File: src/rtl/mult8_seq_4x4_accum.sv
// Sequential 8x8 unsigned multiplier built from one shared 4x4 core stepped over the four nibble products.
// Optional build macro MULT_ERR_MON_EN adds an exact-reference error flag and a saturating error counter.

module mult4x4_core #(
    parameter int CORE_SEL = 0  // 0 = exact product, 1 = all-ones stub for approximate-core evaluation
) (
    input  logic [3:0] a,
    input  logic [3:0] b,
    output logic [7:0] p
);
    if (CORE_SEL == 0) begin : g_exact
        assign p = a * b;
    end else begin : g_all_ones
        assign p = 8'hFF;
    end
endmodule

module mult8_seq_4x4_accum #(
    parameter int CORE_REG  = 0,
    parameter int ERR_CNT_W = 16,
    parameter int CORE_SEL  = 0
) (
    input  logic        clk,
    input  logic        rst,
    input  logic        in_valid,
    output logic        in_ready,
    input  logic [7:0]  A,
    input  logic [7:0]  B,
    output logic        out_valid,
    input  logic        out_ready,
    output logic [15:0] P,
    output logic        ovf
`ifdef MULT_ERR_MON_EN
    ,
    output logic                 err,
    output logic [ERR_CNT_W-1:0] err_cnt
`endif
);
    typedef enum logic [1:0] {IDLE, CALC, DONE} state_t;

    state_t      state;
    logic [7:0]  a_q, b_q;
    logic [1:0]  step;
    logic [16:0] acc;
    logic [3:0]  core_a, core_b;
    logic [7:0]  core_p;
    logic [7:0]  add_pp;
    logic [3:0]  add_sh;
    logic        add_en, add_last, issue_en;
    logic        accept;

    if (ERR_CNT_W < 1) begin : g_bad_err_cnt_w
        $error("ERR_CNT_W must be at least 1");
    end

    function automatic logic [3:0] shift_of(input logic [1:0] s);
        case (s)
            2'd0:    return 4'd0;
            2'd3:    return 4'd8;
            default: return 4'd4;
        endcase
    endfunction

    assign in_ready = (state == IDLE) | ((state == DONE) & out_ready);
    assign accept   = in_valid & in_ready;

    // Step order: ll, lh, hl, hh -> step[1] picks the A nibble, step[0] the B nibble.
    assign core_a = step[1] ? a_q[7:4] : a_q[3:0];
    assign core_b = step[0] ? b_q[7:4] : b_q[3:0];

    mult4x4_core #(.CORE_SEL(CORE_SEL)) u_core (
        .a(core_a),
        .b(core_b),
        .p(core_p)
    );

    if (CORE_REG != 0) begin : g_core_reg
        logic [7:0] pp_q;
        logic [3:0] sh_q;
        logic       en_q, last_q, iss_done;

        // Issue side walks the steps; the add side trails one cycle behind on the registered product.
        always_ff @(posedge clk or posedge rst) begin
            if (rst) begin
                pp_q     <= '0;
                sh_q     <= '0;
                en_q     <= 1'b0;
                last_q   <= 1'b0;
                iss_done <= 1'b0;
            end else if (accept) begin
                en_q     <= 1'b0;
                last_q   <= 1'b0;
                iss_done <= 1'b0;
            end else begin
                pp_q   <= core_p;
                sh_q   <= shift_of(step);
                en_q   <= issue_en;
                last_q <= issue_en && (step == 2'd3);
                if (issue_en && (step == 2'd3)) iss_done <= 1'b1;
            end
        end

        assign issue_en = (state == CALC) && !iss_done;
        assign add_pp   = pp_q;
        assign add_sh   = sh_q;
        assign add_en   = en_q;
        assign add_last = last_q;
    end else begin : g_core_comb
        assign issue_en = (state == CALC);
        assign add_pp   = core_p;
        assign add_sh   = shift_of(step);
        assign add_en   = issue_en;
        assign add_last = (step == 2'd3);
    end

    // NOTE: every register here uses <= so all flops update from the same pre-edge values.
    always_ff @(posedge clk or posedge rst) begin
        if (rst) begin
            state     <= IDLE;
            a_q       <= '0;
            b_q       <= '0;
            acc       <= '0;
            step      <= '0;
            out_valid <= 1'b0;
        end else begin
            case (state)
                IDLE: begin
                    if (accept) begin
                        a_q   <= A;
                        b_q   <= B;
                        acc   <= '0;
                        step  <= '0;
                        state <= CALC;
                    end
                end
                CALC: begin
                    if (add_en) acc <= acc + ({9'b0, add_pp} << add_sh);
                    if (issue_en) step <= step + 2'd1;
                    if (add_en && add_last) begin
                        state     <= DONE;
                        out_valid <= 1'b1;
                    end
                end
                DONE: begin
                    // Retiring and accepting in the same cycle keeps the input side bubble-free.
                    if (accept) begin
                        a_q       <= A;
                        b_q       <= B;
                        acc       <= '0;
                        step      <= '0;
                        state     <= CALC;
                        out_valid <= 1'b0;
                    end else if (out_ready) begin
                        state     <= IDLE;
                        out_valid <= 1'b0;
                    end
                end
                default: begin
                    state     <= IDLE;
                    out_valid <= 1'b0;
                end
            endcase
        end
    end

    assign P   = acc[15:0];
    assign ovf = acc[16];

`ifdef MULT_ERR_MON_EN
    logic [15:0] exact;

    assign exact = a_q * b_q;
    assign err   = out_valid && (acc != {1'b0, exact});

    always_ff @(posedge clk or posedge rst) begin
        if (rst) begin
            err_cnt <= '0;
        end else if (out_valid && out_ready && err && !(&err_cnt)) begin
            err_cnt <= err_cnt + 1'b1;
        end
    end
`endif
endmodule

File: config.mk
export PLATFORM = sky130hd
export DESIGN_NAME = mult8_seq_4x4_accum
export DESIGN_NICKNAME = d
export VERILOG_FILES = /design/src/rtl/mult8_seq_4x4_accum.sv
export SDC_FILE = /design/constraint.sdc
export NUM_CORES = 1
export LEC_CHECK = 0
export ABC_AREA = 1
export BUFFER_PORTS_ARGS = -buffer_cell sky130_fd_sc_hd__buf_2
export CAP_MARGIN = 20
export CORE_ASPECT_RATIO = 1.5
export CORE_MARGIN = 5
export CORE_UTILIZATION = 55
export CTS_BUF_LIST = sky130_fd_sc_hd__clkbuf_8
export DETAILED_ROUTE_END_ITERATION = 10
export HOLD_SLACK_MARGIN = 0.08
export MAX_ROUTING_LAYER = met4
export PLACE_DENSITY = 0.76
export SLEW_MARGIN = 25
export SYNTH_ARGS = -nofsm -noshare
export SYNTH_HDL_FRONTEND = slang
export SYNTH_HIERARCHICAL = 1
export SYNTH_SLANG_ARGS = --single-unit
File: constraint.sdc
create_clock -name clk -period 7.5 [get_ports clk]
set_clock_uncertainty 0.05 [all_clocks]
set_input_delay 0.75 -clock clk [delete_from_list [all_inputs] [get_ports clk]]
set_output_delay 0.75 -clock clk [all_outputs]
set_load 0.01 [all_outputs]
==> flow_summary.toml <==
[status]
outcome = "complete, no violations"

[sta]
rsz0062_at_grt = "no"
min_period_over_period_pct = 62.2
fmax_mhz = 214
finalSetupTns_ns = 0
slew_headroom_pct = 65.6
worstMarginPinSlew_ns = 0.510
period_needed_ns = 4.67
hold_viol_final = 0
finalMaxSlewViolations = 0
setup-violations-final = 0

[clock_tree]
ctsHoldBuffers = 0
root_buffer = "clkbuf_8"
post_cts_resized = 0
clock_path_buffers = 2
htreeDepth = 2
insertion_delay_ns = 0.30
cts.sinks = 38
cts_tree = "yes"
cts_setup_buffers = 0
cts_buffers = 5
clk_pin_slew_ns = 0.09

[floorplan]
start_util_pct = 56.0
pin_count = 39
core_area_mm2 = 0.00579
die_x_um = 72.7
rows = 34
die_h_um = 104
dieArea_mm2 = 0.00756

[setup_path]
cp-start-kind = "register"
critPathMaxFanout = 11
path_class = "register to register"
cp.arrival_ns = 4.81
cp-end-kind = "register"
worstPathRequired_ns = 7.65

[logic_synthesis]
yosysUniqueCellTypes = 32
synth_area_mm2 = 0.00324
synth_top_area_share_pct = 29.4
synth_area_leader_cell = "dfrtp_1"
syn_nets = 533
synth_seq_area_share_pct = 29.4
syn_inst = 478
syn_area_per_cell_um2 = 6.78
yosys_warnings = 6
synth_seq_cells = 38
synth.area.top_cells = "dfrtp_1, nand2_1, ha_1"

[finish]
diodes = 0
fin_cells = 588
final_layout_size_suffix_gt1_share_pct = 12.4
area_delta_synth_final_pct = 10.4
final.fill_count = 561
stdcell_area_mm2 = 0.00358
post-route-util_pct = 61.8
nNetsFinal = 570

[hold_path]
hold_path_class = "register to register"

[global_routing]
grt_usage_pct = 21.4
grt_max_degree = 39
grt_pass1_wl_mm = 12.8
grt_pass1_vias = 2927
antenna_found_initial = 0
grt_remaining_overflow = 0

[drt]
drc = 0
drt_pre_antenna_iters = 4
drt_iter0_drc = 183
wl_mm = 7.46
vias = 2991
antenna_left = 0
vias_per_cell = 5.09
wl_per_cell_um = 12.7

[placed_design]
dp_hpwl_mm = 5.92
postPlaceCellArea_mm2 = 0.00346
numPlacedInstances = 580
place_congestion = 0.920
io_buffers = 38

[job]
max_cap_viol_count = 0
sequential cells by signal, summed over array words and instances, names as in the netlist:
register	count
out_valid	1
state	2
step	2
acc	17
b_q	8
a_q	8
cell usage in the layout (no fill, tap or decap), types with 2 or more instances in the layout:
cell type,count
fa_1,5
or2_2,2
nand2_4,2
nand2_1,166
nand3_1,25
mux2_2,5
ha_1,30
a21oi_1,24
o21ai_0,25
buf_2,38
inv_1,88
nand3b_1,2
nor2_1,32
mux2_4,3
and2_1,2
xor2_1,4
clkbuf_8,5
dfrtp_1,38
nor3_1,4
clkinvlp_4,2
Yosys cell counts (all sizes together):
library cell and n:
a21oi 25, a22o 1, and2 2, and3 1, buf 5, clkbuf 4, dfrtp 38, fa 5
ha 30, inv 90, mux2 8, mux2i 1, nand2 169, nand3 26, nand3b 2, nand4 1
nor2 32, nor3 4, o21ai 25, o22ai 1, or2 4, xor2 4
critical path, cell delays in order (launching register included):
cell and delay (ns):
dfrtp_1 0.51, o21ai_0 0.43, nand2_1 0.16, fa_1 0.55
inv_1 0.05, fa_1 0.53, fa_1 0.47, nand3_1 0.10
nand2_1 0.07, xor2_1 0.15, o21ai_0 0.25, nor2_1 0.10
ha_1 0.35, nand2_1 0.10, nor2_1 0.09, nand3_1 0.09
nand2_1 0.17, nand2_1 0.09, nand2_1 0.07, nand2_1 0.04
nand3_1 0.06, nand2_1 0.06
final timing paths:
kind,startpoint,end,slack [ns],cells past startpoint
worst max-delay path,step[1],acc[16],2.83,21
max in group asynchronous,rst,acc[0],6.55,3
worst min register to register,a_q[0],a_q[0],0.46,2
worst min-delay path,a_q[0],a_q[0],0.46,2
worst max register to register,step[1],acc[16],2.83,21
min in group asynchronous,rst,acc[15],0.49,3
per-stage QoR:
| step | setup WS, ns | hold WS, ns |
|---|---|---|
| 2_1_floorplan | 3.31 | 0.428 |
| 3_3_place_gp | 2.92 | 0.428 |
| 3_5_place_dp | 2.85 | 0.445 |
| 4_1_cts | 2.84 | 0.464 |
| 5_1_grt | 2.40 | 0.481 |
| 6_report | 2.83 | 0.461 |
metal layers:
| metal | vias to the layer above | GRT usage, % | part of all wire [%] |
|---|---|---|---|
| li1 | 1542 | - | - |
| met1 | 1362 | 22.1 | 38 |
| met2 | 66 | 39.2 | 54 |
| met3 | 21 | 2.61 | 4.1 |
| met4 | 0 | 8.97 | 3.6 |
| met5 | - | - | 0 |
area by class of cell:
| type | count | area, um2 | area share, % |
|---|---|---|---|
| multi-input combinational | 341 | 1880 | 52.7 |
| sequential | 38 | 951 | 26.6 |
| tap | 72 | 90.1 | 2.52 |
| clock buffer | 5 | 68.8 | 1.92 |
| timing repair buffer | 39 | 198 | 5.53 |
| clock inverter | 3 | 45.0 | 1.26 |
| inverter | 90 | 340 | 9.52 |
logic make-up (layout without fill, tap and decap cells):
family                     Yosys count  in the layout  synth area share, %
buffers and inverters               99            137                 12.5
AOI/OAI and AO/OA                   52             52                 8.30
and+or+nand+nor                    241            241                 30.6
muxes                                9              9                 3.44
adders and majority gates           35             35                 14.7
xor gates and xnor gates             4              4                 1.08
DFF                                 38             38                 29.4
Power is not shown: default switching activity piles up to over one toggle a cycle in this logic, so the estimate is an artifact.
